$ cat config.mk
export PLATFORM = sky130hd
export DESIGN_NAME = mips_pipe_ctrl_flat
export DESIGN_NICKNAME = d
export VERILOG_FILES = /design/src/rtl/mips_pipe_ctrl_pkg.sv /design/src/rtl/mips_pipe_ctrl_if.sv /design/src/rtl/mips_pipe_ctrl_load_use.sv /design/src/rtl/mips_pipe_ctrl.sv /design/src/flat_wrapper.sv
export SDC_FILE = /design/constraint.sdc
export NUM_CORES = 1
export LEC_CHECK = 0
export ABC_AREA = 1
export CAP_MARGIN = 30
export CORE_MARGIN = 10
export CORE_UTILIZATION = 30
export DETAILED_ROUTE_END_ITERATION = 8
export PLACE_DENSITY = 0.65
export SYNTH_ARGS = -nofsm -noshare
export SYNTH_HDL_FRONTEND = slang
export SYNTH_HIERARCHICAL = 1
export SYNTH_SLANG_ARGS = --single-unit
$ cat constraint.sdc
create_clock -name clk -period 3.9 [get_ports clk]
set_clock_uncertainty 0.2 [all_clocks]
set_input_delay 0.585 -clock clk [delete_from_list [all_inputs] [get_ports clk]]
set_output_delay 0.585 -clock clk [all_outputs]
set_load 0.005 [all_outputs]
$ cat src/rtl/mips_pipe_ctrl_pkg.sv
// Shared types and constants for the MIPS pipeline sequencing controller.
package mips_pipe_pkg;

  localparam int REG_ADDR_W = 5;
  localparam logic [REG_ADDR_W-1:0] ZERO_REG = 5'd0;

  typedef enum logic [2:0] {
    IDLE     = 3'd0,
    RUN      = 3'd1,
    MDU_WAIT = 3'd2,
    DRAIN    = 3'd3,
    HALT     = 3'd4
  } state_e;

endpackage

$ cat src/rtl/mips_pipe_ctrl_if.sv
// Bundle between the pipeline datapath (master) and its sequencing controller (slave).
interface mips_pipe_ctrl_if;
  import mips_pipe_pkg::*;

  logic                  start;
  logic [REG_ADDR_W-1:0] id_rs;
  logic [REG_ADDR_W-1:0] id_rt;
  logic                  id_uses_rs;
  logic                  id_uses_rt;
  logic                  id_is_mdu;
  logic                  id_is_halt;
  logic                  ex_mem_read;
  logic [REG_ADDR_W-1:0] ex_rd;
  logic                  ex_branch_taken;

  logic                  pc_en;
  logic                  if_id_en;
  logic                  if_id_flush;
  logic                  id_ex_bubble;
  logic                  mdu_start;
  logic                  halted;
  logic [15:0]           stall_cycles;
  logic [15:0]           flush_count;

  modport master (
    output start, id_rs, id_rt, id_uses_rs, id_uses_rt, id_is_mdu, id_is_halt,
           ex_mem_read, ex_rd, ex_branch_taken,
    input  pc_en, if_id_en, if_id_flush, id_ex_bubble, mdu_start, halted,
           stall_cycles, flush_count
  );

  modport slave (
    input  start, id_rs, id_rt, id_uses_rs, id_uses_rt, id_is_mdu, id_is_halt,
           ex_mem_read, ex_rd, ex_branch_taken,
    output pc_en, if_id_en, if_id_flush, id_ex_bubble, mdu_start, halted,
           stall_cycles, flush_count
  );

endinterface

$ cat src/rtl/mips_pipe_ctrl_load_use.sv
// Load-use hazard comparator: requests a stall when ID reads the register a load in EX writes.
module mips_load_use_detect
  import mips_pipe_pkg::*;
(
  input  logic [REG_ADDR_W-1:0] id_rs_i,
  input  logic [REG_ADDR_W-1:0] id_rt_i,
  input  logic                  id_uses_rs_i,
  input  logic                  id_uses_rt_i,
  input  logic                  ex_mem_read_i,
  input  logic [REG_ADDR_W-1:0] ex_rd_i,
  output logic                  stall_req_o
);

  logic rs_hit;
  logic rt_hit;

  assign rs_hit = id_uses_rs_i && (id_rs_i == ex_rd_i);
  assign rt_hit = id_uses_rt_i && (id_rt_i == ex_rd_i);

  // $zero is never really written, so a load targeting it creates no hazard.
  assign stall_req_o = ex_mem_read_i && (ex_rd_i != ZERO_REG) && (rs_hit || rt_hit);

endmodule

$ cat src/rtl/mips_pipe_ctrl.sv
// 5-stage MIPS pipeline sequencer: hazards, branch squash, MDU interlock, HALT drain.
// Optional perf counters are built when PIPE_PERF_EN is defined.
module mips_pipe_ctrl
  import mips_pipe_pkg::*;
#(
  parameter int MDU_LAT   = 4,
  parameter int DRAIN_CYC = 3
) (
  input  logic            clk,
  input  logic            rst_n,
  mips_pipe_ctrl_if.slave bus
);

  state_e     state_q, state_d;
  logic [3:0] cnt_q, cnt_d;
  logic       load_use;

  logic pc_en, if_id_en, if_id_flush, id_ex_bubble, mdu_start;

  mips_load_use_detect u_load_use (
    .id_rs_i       (bus.id_rs),
    .id_rt_i       (bus.id_rt),
    .id_uses_rs_i  (bus.id_uses_rs),
    .id_uses_rt_i  (bus.id_uses_rt),
    .ex_mem_read_i (bus.ex_mem_read),
    .ex_rd_i       (bus.ex_rd),
    .stall_req_o   (load_use)
  );

  always_comb begin
    // NOTE: every output gets a default first so no path through the case infers a latch.
    state_d      = state_q;
    cnt_d        = cnt_q;
    pc_en        = 1'b0;
    if_id_en     = 1'b0;
    if_id_flush  = 1'b0;
    id_ex_bubble = 1'b0;
    mdu_start    = 1'b0;

    case (state_q)
      IDLE: begin
        if (bus.start) state_d = RUN;
      end

      RUN: begin
        if (bus.ex_branch_taken) begin
          // Everything in ID is on the wrong path, so its hazards are moot.
          pc_en        = 1'b1;
          if_id_en     = 1'b1;
          if_id_flush  = 1'b1;
          id_ex_bubble = 1'b1;
        end else if (load_use) begin
          id_ex_bubble = 1'b1;
        end else if (bus.id_is_mdu) begin
          pc_en     = 1'b1;
          if_id_en  = 1'b1;
          mdu_start = 1'b1;
          state_d   = MDU_WAIT;
          cnt_d     = 4'(MDU_LAT - 1);
        end else if (bus.id_is_halt) begin
          id_ex_bubble = 1'b1;
          state_d      = DRAIN;
          cnt_d        = 4'(DRAIN_CYC - 1);
        end else begin
          pc_en    = 1'b1;
          if_id_en = 1'b1;
        end
      end

      MDU_WAIT: begin
        id_ex_bubble = 1'b1;
        cnt_d        = cnt_q - 4'd1;
        if (cnt_q == 4'd1) state_d = RUN;
      end

      DRAIN: begin
        id_ex_bubble = 1'b1;
        if (cnt_q == 4'd0) state_d = HALT;
        else               cnt_d   = cnt_q - 4'd1;
      end

      HALT: ;

      default: begin
        state_d = IDLE;
        cnt_d   = 4'd0;
      end
    endcase
  end

  // NOTE: sequential state uses non-blocking assignments so all flops update together.
  always_ff @(posedge clk or negedge rst_n) begin
    if (!rst_n) begin
      state_q <= IDLE;
      cnt_q   <= 4'd0;
    end else begin
      state_q <= state_d;
      cnt_q   <= cnt_d;
    end
  end

  assign bus.pc_en        = pc_en;
  assign bus.if_id_en     = if_id_en;
  assign bus.if_id_flush  = if_id_flush;
  assign bus.id_ex_bubble = id_ex_bubble;
  assign bus.mdu_start    = mdu_start;
  assign bus.halted       = (state_q == HALT);

`ifdef PIPE_PERF_EN
  logic [15:0] stall_q, flush_q;
  logic        stall_inc, flush_inc;

  assign stall_inc = ((state_q == RUN) || (state_q == MDU_WAIT)) && !pc_en;
  assign flush_inc = (state_q == RUN) && bus.ex_branch_taken;

  always_ff @(posedge clk or negedge rst_n) begin
    if (!rst_n) begin
      stall_q <= 16'd0;
      flush_q <= 16'd0;
    end else begin
      if (stall_inc && (stall_q != 16'hFFFF)) stall_q <= stall_q + 16'd1;
      if (flush_inc && (flush_q != 16'hFFFF)) flush_q <= flush_q + 16'd1;
    end
  end

  assign bus.stall_cycles = stall_q;
  assign bus.flush_count  = flush_q;
`else
  assign bus.stall_cycles = 16'd0;
  assign bus.flush_count  = 16'd0;
`endif

endmodule

$ cat src/flat_wrapper.sv
// flat-port wrapper written by rule: the top's interface ports become plain ports
module mips_pipe_ctrl_flat import mips_pipe_pkg::*;
#(
  parameter int MDU_LAT   = 4,
  parameter int DRAIN_CYC = 3
)
  (clk, rst_n, bus_start, bus_id_rs, bus_id_rt, bus_id_uses_rs, bus_id_uses_rt, bus_id_is_mdu, bus_id_is_halt, bus_ex_mem_read, bus_ex_rd, bus_ex_branch_taken, bus_pc_en, bus_if_id_en, bus_if_id_flush, bus_id_ex_bubble, bus_mdu_start, bus_halted, bus_stall_cycles, bus_flush_count);
  mips_pipe_ctrl_if bus_i ();
  input  logic clk;
  input  logic rst_n;
  input wire logic [$bits(bus_i.start)-1:0] bus_start;
  input wire logic [$bits(bus_i.id_rs)-1:0] bus_id_rs;
  input wire logic [$bits(bus_i.id_rt)-1:0] bus_id_rt;
  input wire logic [$bits(bus_i.id_uses_rs)-1:0] bus_id_uses_rs;
  input wire logic [$bits(bus_i.id_uses_rt)-1:0] bus_id_uses_rt;
  input wire logic [$bits(bus_i.id_is_mdu)-1:0] bus_id_is_mdu;
  input wire logic [$bits(bus_i.id_is_halt)-1:0] bus_id_is_halt;
  input wire logic [$bits(bus_i.ex_mem_read)-1:0] bus_ex_mem_read;
  input wire logic [$bits(bus_i.ex_rd)-1:0] bus_ex_rd;
  input wire logic [$bits(bus_i.ex_branch_taken)-1:0] bus_ex_branch_taken;
  output wire logic [$bits(bus_i.pc_en)-1:0] bus_pc_en;
  output wire logic [$bits(bus_i.if_id_en)-1:0] bus_if_id_en;
  output wire logic [$bits(bus_i.if_id_flush)-1:0] bus_if_id_flush;
  output wire logic [$bits(bus_i.id_ex_bubble)-1:0] bus_id_ex_bubble;
  output wire logic [$bits(bus_i.mdu_start)-1:0] bus_mdu_start;
  output wire logic [$bits(bus_i.halted)-1:0] bus_halted;
  output wire logic [$bits(bus_i.stall_cycles)-1:0] bus_stall_cycles;
  output wire logic [$bits(bus_i.flush_count)-1:0] bus_flush_count;
  assign bus_i.start = bus_start;
  assign bus_i.id_rs = bus_id_rs;
  assign bus_i.id_rt = bus_id_rt;
  assign bus_i.id_uses_rs = bus_id_uses_rs;
  assign bus_i.id_uses_rt = bus_id_uses_rt;
  assign bus_i.id_is_mdu = bus_id_is_mdu;
  assign bus_i.id_is_halt = bus_id_is_halt;
  assign bus_i.ex_mem_read = bus_ex_mem_read;
  assign bus_i.ex_rd = bus_ex_rd;
  assign bus_i.ex_branch_taken = bus_ex_branch_taken;
  assign bus_pc_en = bus_i.pc_en;
  assign bus_if_id_en = bus_i.if_id_en;
  assign bus_if_id_flush = bus_i.if_id_flush;
  assign bus_id_ex_bubble = bus_i.id_ex_bubble;
  assign bus_mdu_start = bus_i.mdu_start;
  assign bus_halted = bus_i.halted;
  assign bus_stall_cycles = bus_i.stall_cycles;
  assign bus_flush_count = bus_i.flush_count;
  mips_pipe_ctrl #(.MDU_LAT(MDU_LAT), .DRAIN_CYC(DRAIN_CYC)) u_core (.clk(clk), .rst_n(rst_n), .bus(bus_i));
endmodule
* Word level (Yosys, flattened, before mapping)
Cells that the tools add are included.
Operators by class: add/subtract/negate cells 1, equality and inequality tests 14, mux-type cells 30, bitwise logic cells 2, reduce and logical (&&, ||, !) cells 12
Operators with widths (count):
- $mux W3 | 7
- $mux W4 | 5
- $pmux W4 S4 | 1
- $mux W1 | 15
- $pmux W3 S5 | 1
- $eq A5 B5 Y1 | 2
- $ne A2 B2 Y1 const B | 4
- $reduce_and A7 Y1 | 1
- $eq A3 B2 Y1 const B | 2
- $reduce_and A5 Y1 | 1
- $reduce_bool A5 Y1 | 1
- $eq A4 B1 Y1 const B | 1
- $logic_and A1 B1 Y1 | 4
- $logic_not A4 Y1 | 1
- $ne A2 B1 Y1 const B | 2
- $reduce_or A2 Y1 | 2
- $sub A4 B1 Y4 const B | 1
- $eq A3 B1 Y1 const B | 1
- $eq A3 B3 Y1 const B | 1
- $logic_not A3 Y1 | 1
- $ne A3 B3 Y1 const B | 1
- $not A1 Y1 | 2
- $pmux W1 S2 | 1
- $logic_or A1 B1 Y1 | 1
Storage, ports and cells: register bits after elaboration 7, output and inout bits 38, logic and storage cells 61

* Logic depth before layout (Yosys ltp)
Gate-level depths: netlist (run 1).
word-level depth 7, gate-level depth with buffers 12

* Hierarchy
Netlist (run 1), hierarchy kept.
Modules (own cells, without submodules):
- mips_pipe_ctrl | instances 1, cells each 119, area an instance 843.3 um^2, seq. area each 175.2 um^2
- mips_load_use_detect | instances 1, cells each 55, area an instance 216.5 um^2, seq. area each 0.0 um^2

* Worst setup path before layout (run 1)
No wires, ideal clock.
path kind input -> output, start input port bus_ex_rd[3], end output port bus_pc_en, arrival time 1.461 ns, data required time 3.115 ns, setup slack 1.654 ns, stages on the path 9, path buffers 1, path through inv_1 nand2_1 nand2_1 nor2_1 nand3_1 a21oi_1 o21bai_1 a21oi_1 buf_4
Between the ends: cells in the longest elaborated chain, start to end 7
Ends and longest elaborated chain:
- from (decl) | RTL line flat_wrapper.sv:19 | input wire logic [$bits(bus_i.ex_rd)-1:0] bus_ex_rd;
- $eq A5 B5 Y1, on equally long branches | RTL line mips_pipe_ctrl_load_use.sv:17, mips_pipe_ctrl_load_use.sv:18
- $logic_and A1 B1 Y1, on equally long branches | RTL line mips_pipe_ctrl_load_use.sv:17, mips_pipe_ctrl_load_use.sv:18
- $logic_or A1 B1 Y1 | RTL line mips_pipe_ctrl_load_use.sv:21 | assign stall_req_o = ex_mem_read_i && (ex_rd_i != ZERO_REG) && (rs_hit || rt_hit);
- $logic_and A1 B1 Y1 (*) | RTL line mips_pipe_ctrl_load_use.sv:21
- via u_core.load_use | RTL line mips_pipe_ctrl.sv:16 | logic load_use;
- $mux W1 (*) (3 in series)
- to (decl) | RTL line flat_wrapper.sv:21 | output wire logic [$bits(bus_i.pc_en)-1:0] bus_pc_en;
Mark *: on every way through the listed nets, which the timed path passes. The rest lies on a longest branch.

* Worst setup path in the final report (run 1)
start input port bus_ex_rd[2], end output port bus_id_ex_bubble
Between the ends: cells in the longest elaborated chain, start to end 7
Ends and longest elaborated chain:
- $eq A5 B5 Y1, on equally long branches | RTL line mips_pipe_ctrl_load_use.sv:17, mips_pipe_ctrl_load_use.sv:18
- $logic_and A1 B1 Y1, on equally long branches | RTL line mips_pipe_ctrl_load_use.sv:17, mips_pipe_ctrl_load_use.sv:18
- $logic_or A1 B1 Y1 | RTL line mips_pipe_ctrl_load_use.sv:21
- $logic_and A1 B1 Y1 (*) | RTL line mips_pipe_ctrl_load_use.sv:21
- via u_core.load_use | RTL line mips_pipe_ctrl.sv:16
- $mux W1 (*) | RTL line mips_pipe_ctrl.sv:52 | end else if (load_use) begin
- $mux W1 (*) | RTL line mips_pipe_ctrl.sv:46 | if (bus.ex_branch_taken) begin
- $pmux W1 S2 (*) | RTL line mips_pipe_ctrl.sv:40 | case (state_q)
- to (decl) | RTL line flat_wrapper.sv:24 | output wire logic [$bits(bus_i.id_ex_bubble)-1:0] bus_id_ex_bubble;
Marks and branches as above.

==> results of run 1 <==
==> area by class of cell <==
cell class                 count  area [sq um]
sequential                     7           175
clock buffer                   4          26.3
fill                         387          2060
multi-input combinational    136           644
inverter                      29           109
tap                           46          57.6
timing repair buffer          29           290
==> final timing paths <==
check	start	endpoint
max	bus_ex_rd[2]	bus_id_ex_bubble
min	u_core/cnt_q[1]$_DFFE_PN0P_	u_core/cnt_q[1]$_DFFE_PN0P_
max reg2reg	u_core/cnt_q[0]$_DFFE_PN0P_	u_core/state_q[0]$_DFFE_PN0P_
min reg2reg	u_core/cnt_q[1]$_DFFE_PN0P_	u_core/cnt_q[1]$_DFFE_PN0P_
max in group asynchronous	rst_n	u_core/state_q[0]$_DFFE_PN0P_
min in group asynchronous	rst_n	u_core/cnt_q[2]$_DFFE_PN0P_
==> tightest hold or removal path, cell delays in order (launching register included) <==
cell,delay (ns)
dfrtp_1,0.37
nand2_1,0.06
nand2_1,0.04
==> sequential cells by signal (all words and copies together) (netlist names) <==
name / flops
u_core/cnt_q: 4
u_core/state_q: 3
==> power by group through the flow <==
stage               Combinational [W]  Sequential, W  Clock [W]
finish                       0.000445       0.000143  0.0000678
global route                 0.000510       0.000148  0.0000758
CTS                          0.000448       0.000141  0.0000712
detailed placement           0.000445       0.000143          0
global placement             0.000444       0.000143          0
floorplan                    0.000345       0.000134          0
==> layer usage <==
layer / track usage (%) / up-vias / routed length, microns / part of all wire, %
met2: 12.7 / 50 / 1120 / 44
met1: 9.58 / 397 / 1110 / 44
li1: - / 524 / - / -
met5: 0 / - / 0 / 0
met3: 3.72 / 4 / 273 / 11
met4: 2.69 / 0 / 31 / 1.2
==> Yosys cell counts (2+ instances only) <==
cell and count:
a21oi_1 3, nand3_1 10, nand4_1 2, inv_1 25
nor2_4 2, ha_1 3, o22ai_1 2, nor2_2 2
nand2_1 49, dfrtp_1 7, buf_4 33, nor2_1 17
nand2_2 2, o21ai_0 5, inv_2 4
==> cells by family (layout without fill, tap and decap cells) <==
| kind of cell | count (synthesis) | after routing | synth area share [%] |
|---|---|---|---|
| other | 1 | 32 | 0.354 |
| AO/OA/AOI/OAI | 12 | 12 | 7.20 |
| buffers and inverters | 62 | 62 | 33.6 |
| flip-flops | 7 | 7 | 16.5 |
| adder cells (fa/ha/maj) | 3 | 3 | 3.54 |
| AND/OR/NAND/NOR | 88 | 88 | 37.9 |
| XOR/XNOR | 1 | 1 | 0.827 |
==> stage by stage <==
step                      cell area (sq um)  utilization (%)
final                                  1300             38.7
after detailed placement               1280             37.9
after global routing                   1300             38.7
after global placement                 1280             37.9
after floorplan                        1180                -
after CTS                              1300             38.7
==> placed cells by master, fill, tap and decap left out, drive strengths merged <==
cell            n
ha              3
inv            29
xnor2           1
conb           32
a21oi           3
nand4           2
nor2           21
nand2          52
o21ai           6
o22ai           2
dfrtp           7
clkbuf          4
clkdlybuf4s50  29
nor3            1
o21bai          1
nand3          12
==> run_results.csv, run 1 <==
group,metric,value,unit
synth,synth.area.top_cells,"buf_4 (23%), nand2_1 (17%), dfrtp_1 (17%)",
worst_setup_path,r2r.worst_path.cells,9,
power_and_ir_drop,clkPwrFrac,10.3,%
clock_network,cts_sinks,7,
detailed_routing,firstDrtPassIters,4,
floorplan,floorplan.initialDensity,31.5,%
outcome,run_status,"completed",
clock_network,cts_tree,"built",
worst_hold_path,worstHoldPathCells,2,
grt,grt_use_total,8.13,%
finish,finalNetCount,233,
detailed_routing,drt_drc_violations_left,0,
synth,top_area_cell_type_share_of_the_netlist_area,23.4,%
synth,syn_inst,174,
timing,timing_max_transition_violations_final,0,
timing,grt_setup_unrepaired,"false",
finish,syn_to_final_growth,22.9,%
power_and_ir_drop,power,0.000655,W
clock_network,clock_transition_time_at_the_flip_flop_clock_pins_of_the_worst_setup_and_hold_paths,0.05,ns
detailed_routing,drt-total-wl,2530,microns
worst_setup_path,worstSetupPathType,"input pin to primary output",
worst_setup_path,cp_data_required_time,3.12,ns
power_and_ir_drop,p_sw,0.000318,W
grt,number_of_global_route_vias_before_repair,971,
detailed_routing,route.detailed.vias_per_inst,3.88,
clock_network,cts_resized,0,
run,maxCapViolations,0,
placement,gpl.final_weighted_congestion,0.782,
synth,synthesis.area,1060,sq um
worst_setup_path,worst_path_max_delay_cell,"clkdlybuf4s50_1",
clock_network,hold_buffers,0,
synth,synth.avg_cell_area,6.09,sq um
synth,synth.yosys.seq_area_share,16.5,%
timing,final_critical_path_setup_slack,0.548,ns
power_and_ir_drop,switching_share,48.5,%
grt,grt_pass1_wl,4290,microns
synth,synth_cell_type_count,23,
floorplan,dieHeight,79.4,microns
worst_setup_path,critical_path.cell_chain,"clkdlybuf4s50_1, inv_1, nand2_1, nand2_1, nor2_1, nand3_1, a21oi_1, o21bai_1, o21ai_0, nand2_1, clkdlybuf4s50_1",
synth,synthArstFlopShare,100,%
floorplan,floorplan.die_area,6310,sq um
clock_network,cts.root.buffer_cell,"clkbuf_4",
placement,dp_cells,247,
timing,final-hold-violation-count,0,
timing,hold_slack,0.304,ns
timing,layout_worst_path_cycle_share,85.9,%
worst_setup_path,path_buf_inv,3,
worst_hold_path,hold_path.class,"flip-flop to flip-flop",
timing,finalWorstPathRequiredPeriod,3.35,ns
power_and_ir_drop,share_seq_of_total_power,21.8,%
clock_network,cts_max_level,1,
placement,place_ws,0.521,ns
power_and_ir_drop,p_int,0.000337,W
synth,synth_ff_type,"dfrtp_1",
worst_setup_path,crit_path_end_kind,"primary output",
grt,gr-total-overflow,0,
power_and_ir_drop,power_density,503,nW/um^2
placement,dp_hpwl,2220,microns
power_and_ir_drop,power_leakage,0.725,nW
grt,maximum_number_of_pins_on_one_net_before_global_route_repair,9,
finish,final-instance-count-excl-fill,251,
timing,fin_tns_setup,0,ns
clock_network,max-clock-path-buffers,2,
timing,timing.final.setup_violations,0,
clock_network,cts-buffers-inserted,3,
floorplan,pin_count,62,
worst_setup_path,critPathMostFrequentCell,"nand2_1",
detailed_routing,drt_first_iter_violations,50,
synth,yosys_register_bits,7,
grt,grt_antenna_before_repair,0,
detailed_routing,routedWlPerCell,10.1,microns
power_and_ir_drop,comb_power_share,67.9,%
power_and_ir_drop,irDropWorstVdd,0.000247,V
worst_setup_path,worst-r2r-setup-slack,2.28,ns
floorplan,design.core.area,3360,sq um
floorplan,placementRows,21,
clock_network,cts_post_setup_buffers_inserted,0,
synth,synth_largest_area_cell,"buf_4",
clock_network,clk_latency,0.26,ns
synth,ys.warnings.count,6,
timing,max_freq,0.298,GHz
detailed_routing,drtAntennaViolNets,0,
worst_setup_path,crit_path_max_fanout,3,
finish,layout-drive-gt1-share,8.29,%
floorplan,die_w,79.4,microns
worst_setup_path,path_delay_family,"buffers and inverters",
synth,synth_enable_flop_cells,0,
placement,io_buffer_count,29,
detailed_routing,vias,975,
worst_setup_path,timing.critical_path.from_type,"input pin",
finish,antenna_cells,0,
worst_setup_path,timing.critical_path.depth,11,
worst_setup_path,max_stage_delay,0.52,ns
worst_setup_path,critical_path_arrival,2.57,ns
Note: power is estimated with default switching activity, not from simulation.
==> inputs of run 2 (changes only) <==
--- a/config.mk
+++ b/config.mk
@@ -8,9 +8,10 @@
 export ABC_AREA = 1
 export CAP_MARGIN = 30
 export CORE_MARGIN = 10
-export CORE_UTILIZATION = 30
+export CORE_UTILIZATION = 60
 export DETAILED_ROUTE_END_ITERATION = 8
-export PLACE_DENSITY = 0.65
+export DONT_BUFFER_PORTS = 1
+export PLACE_DENSITY = 0.75
 export SYNTH_ARGS = -nofsm -noshare
 export SYNTH_HDL_FRONTEND = slang
 export SYNTH_HIERARCHICAL = 1
==> run_results.csv, run 2 (synthesis results as in run 1) <==
group,metric,value,unit
outcome,run_status,"completed",
timing,layout_worst_path_cycle_share,59.4,%
timing,fin_tns_setup,0,ns
detailed_routing,drtAntennaViolNets,0,
clock_network,max-clock-path-buffers,2,
detailed_routing,drt_first_iter_violations,15,
worst_setup_path,r2r.worst_path.cells,9,
finish,largest_reg_flops,4,
power_and_ir_drop,switching_share,52.5,%
power_and_ir_drop,p_int,0.000276,W
finish,finalNetCount,205,
grt,grt_pass1_wl,3570,microns
finish,filler_cell_count,167,
timing,grt_setup_unrepaired,"false",
worst_setup_path,crit_path_end_kind,"primary output",
floorplan,placementRows,15,
finish,max_flop_register,"u_core/cnt_q",
worst_setup_path,crit_path_max_fanout,4,
placement,io_buffer_count,0,
power_and_ir_drop,power,0.000582,W
finish,sequential_cell_area,175,sq um
floorplan,floorplan.initialDensity,62.1,%
floorplan,pin_count,62,
finish,reg_top3,"u_core/cnt_q (4), u_core/state_q (3)",
floorplan,dieHeight,62.0,microns
power_and_ir_drop,share_seq_of_total_power,24.7,%
timing,final-hold-violation-count,0,
detailed_routing,routedWlPerCell,11.7,microns
finish,mostFrequentLayoutCells,"nand2_1 (49), conb_1 (32), inv_1 (25), nor2_1 (17), nand3_1 (10)",
worst_setup_path,timing.critical_path.from_type,"input pin",
grt,grt_use_total,12.4,%
timing,finalWorstPathRequiredPeriod,2.32,ns
worst_setup_path,cp_data_required_time,3.12,ns
floorplan,design.core.area,1710,sq um
finish,antenna_cells,0,
detailed_routing,vias,884,
grt,grt_antenna_before_repair,0,
clock_network,cts_max_level,1,
finish,layout-drive-gt1-share,9.60,%
clock_network,clk_latency,0.25,ns
run,maxCapViolations,0,
worst_setup_path,critical_path_arrival,1.53,ns
placement,dp_hpwl,2080,microns
grt,number_of_global_route_vias_before_repair,819,
finish,final-instance-count-excl-fill,202,
timing,max_freq,0.432,GHz
clock_network,clock_transition_time_at_the_flip_flop_clock_pins_of_the_worst_setup_and_hold_paths,0.05,ns
timing,timing.final.setup_violations,0,
power_and_ir_drop,power_density,584,nW/um^2
worst_hold_path,hold_path.class,"flip-flop to flip-flop",
clock_network,cts_tree,"built",
finish,area_occupied_by_multi_input_gates,644,sq um
detailed_routing,route.detailed.vias_per_inst,4.38,
power_and_ir_drop,irDropWorstVdd,0.000333,V
finish,layout.cells.most_common,"nand2_1",
clock_network,cts_sinks,7,
power_and_ir_drop,clkPwrFrac,11.2,%
finish,syn_to_final_growth,-6.02,%
power_and_ir_drop,comb_power_share,64.1,%
worst_setup_path,worstSetupPathType,"input pin to primary output",
finish,post-route-util,58.3,%
worst_setup_path,critical_path.cell_chain,"inv_1, nand2_1, nand2_1, nor2_1, nand3_1, a21oi_1, o21bai_1, o21ai_0, nand2_1",
worst_hold_path,worstHoldPathCells,2,
worst_setup_path,worst_path_max_delay_cell,"a21oi_1",
worst_setup_path,max_stage_delay,0.23,ns
floorplan,floorplan.die_area,3850,sq um
power_and_ir_drop,power_leakage,0.618,nW
placement,gpl.final_weighted_congestion,0.885,
floorplan,die_w,62.0,microns
clock_network,cts_resized,0,
detailed_routing,drt-total-wl,2370,microns
worst_setup_path,critPathMostFrequentCell,"nand2_1",
placement,dp_cells,197,
clock_network,cts-buffers-inserted,3,
detailed_routing,firstDrtPassIters,4,
timing,timing_max_transition_violations_final,0,
grt,maximum_number_of_pins_on_one_net_before_global_route_repair,9,
detailed_routing,drt_drc_violations_left,0,
clock_network,cts.root.buffer_cell,"clkbuf_4",
grt,gr-total-overflow,0,
power_and_ir_drop,p_sw,0.000305,W
run 2: final cells by class:
type	instances	share of cell area [%]
tap	25	3.14
inverter	29	10.9
timing repair buffer	1	1.01
multi-input combinational	136	64.7
sequential	7	17.6
clock buffer	4	2.64
run 2: critical path, delay by kind of cell:
kind | cells | cell delay (ns)
buffers and inverters | 1 | 0.05
and+or+nand+nor | 5 | 0.41
AOI/OAI and AO/OA | 3 | 0.49
run 2: final timing paths:
check | endpoint | from | slack [ns]
max | bus_id_ex_bubble | bus_ex_rd[3] | 1.58
min | u_core/cnt_q[1]$_DFFE_PN0P_ | u_core/cnt_q[1]$_DFFE_PN0P_ | 0.30
max reg2reg | u_core/state_q[0]$_DFFE_PN0P_ | u_core/cnt_q[0]$_DFFE_PN0P_ | 2.28
min reg2reg | u_core/cnt_q[1]$_DFFE_PN0P_ | u_core/cnt_q[1]$_DFFE_PN0P_ | 0.30
max in group asynchronous | u_core/cnt_q[0]$_DFFE_PN0P_ | rst_n | 2.76
min in group asynchronous | u_core/state_q[0]$_DFFE_PN0P_ | rst_n | 0.48
run 2: power groups by stage:
| stage | Sequential, W | Clock (W) | Combinational, W |
|---|---|---|---|
| detailed placement | 0.000143 | 0 | 0.000367 |
| global route | 0.000147 | 0.0000743 | 0.000432 |
| CTS | 0.000142 | 0.0000683 | 0.000372 |
| finish | 0.000144 | 0.0000650 | 0.000373 |
| floorplan | 0.000134 | 0 | 0.000345 |
| global placement | 0.000143 | 0 | 0.000360 |
run 2: routing by layer:
| layer | global-route usage (%) | part of all wire, % |
|---|---|---|
| met5 | 0 | 0 |
| met4 | 0.955 | 0 |
| met3 | 5.89 | 10 |
| met2 | 21.3 | 48 |
| met1 | 14.2 | 42 |
run 2: what timing repair did:
| action | in CTS | in global routing |
|---|---|---|
| endpoints found under the setup margin | 0 | 0 |
| setup buffers | 0 | 0 |
| hold buffers | 1 | 0 |
| hold endpoints to repair | 7 | 0 |
run 2: metrics by stage:
stage               worst slack, ns  hold WS, ns  instance area (sq um)
floorplan                      1.65       0.0894                   1180
detailed placement             1.59       0.0897                    960
finish                         1.58        0.304                    996
CTS                            1.59        0.304                    996
global route                   1.48        0.329                    996
global placement               1.63       0.0897                    960
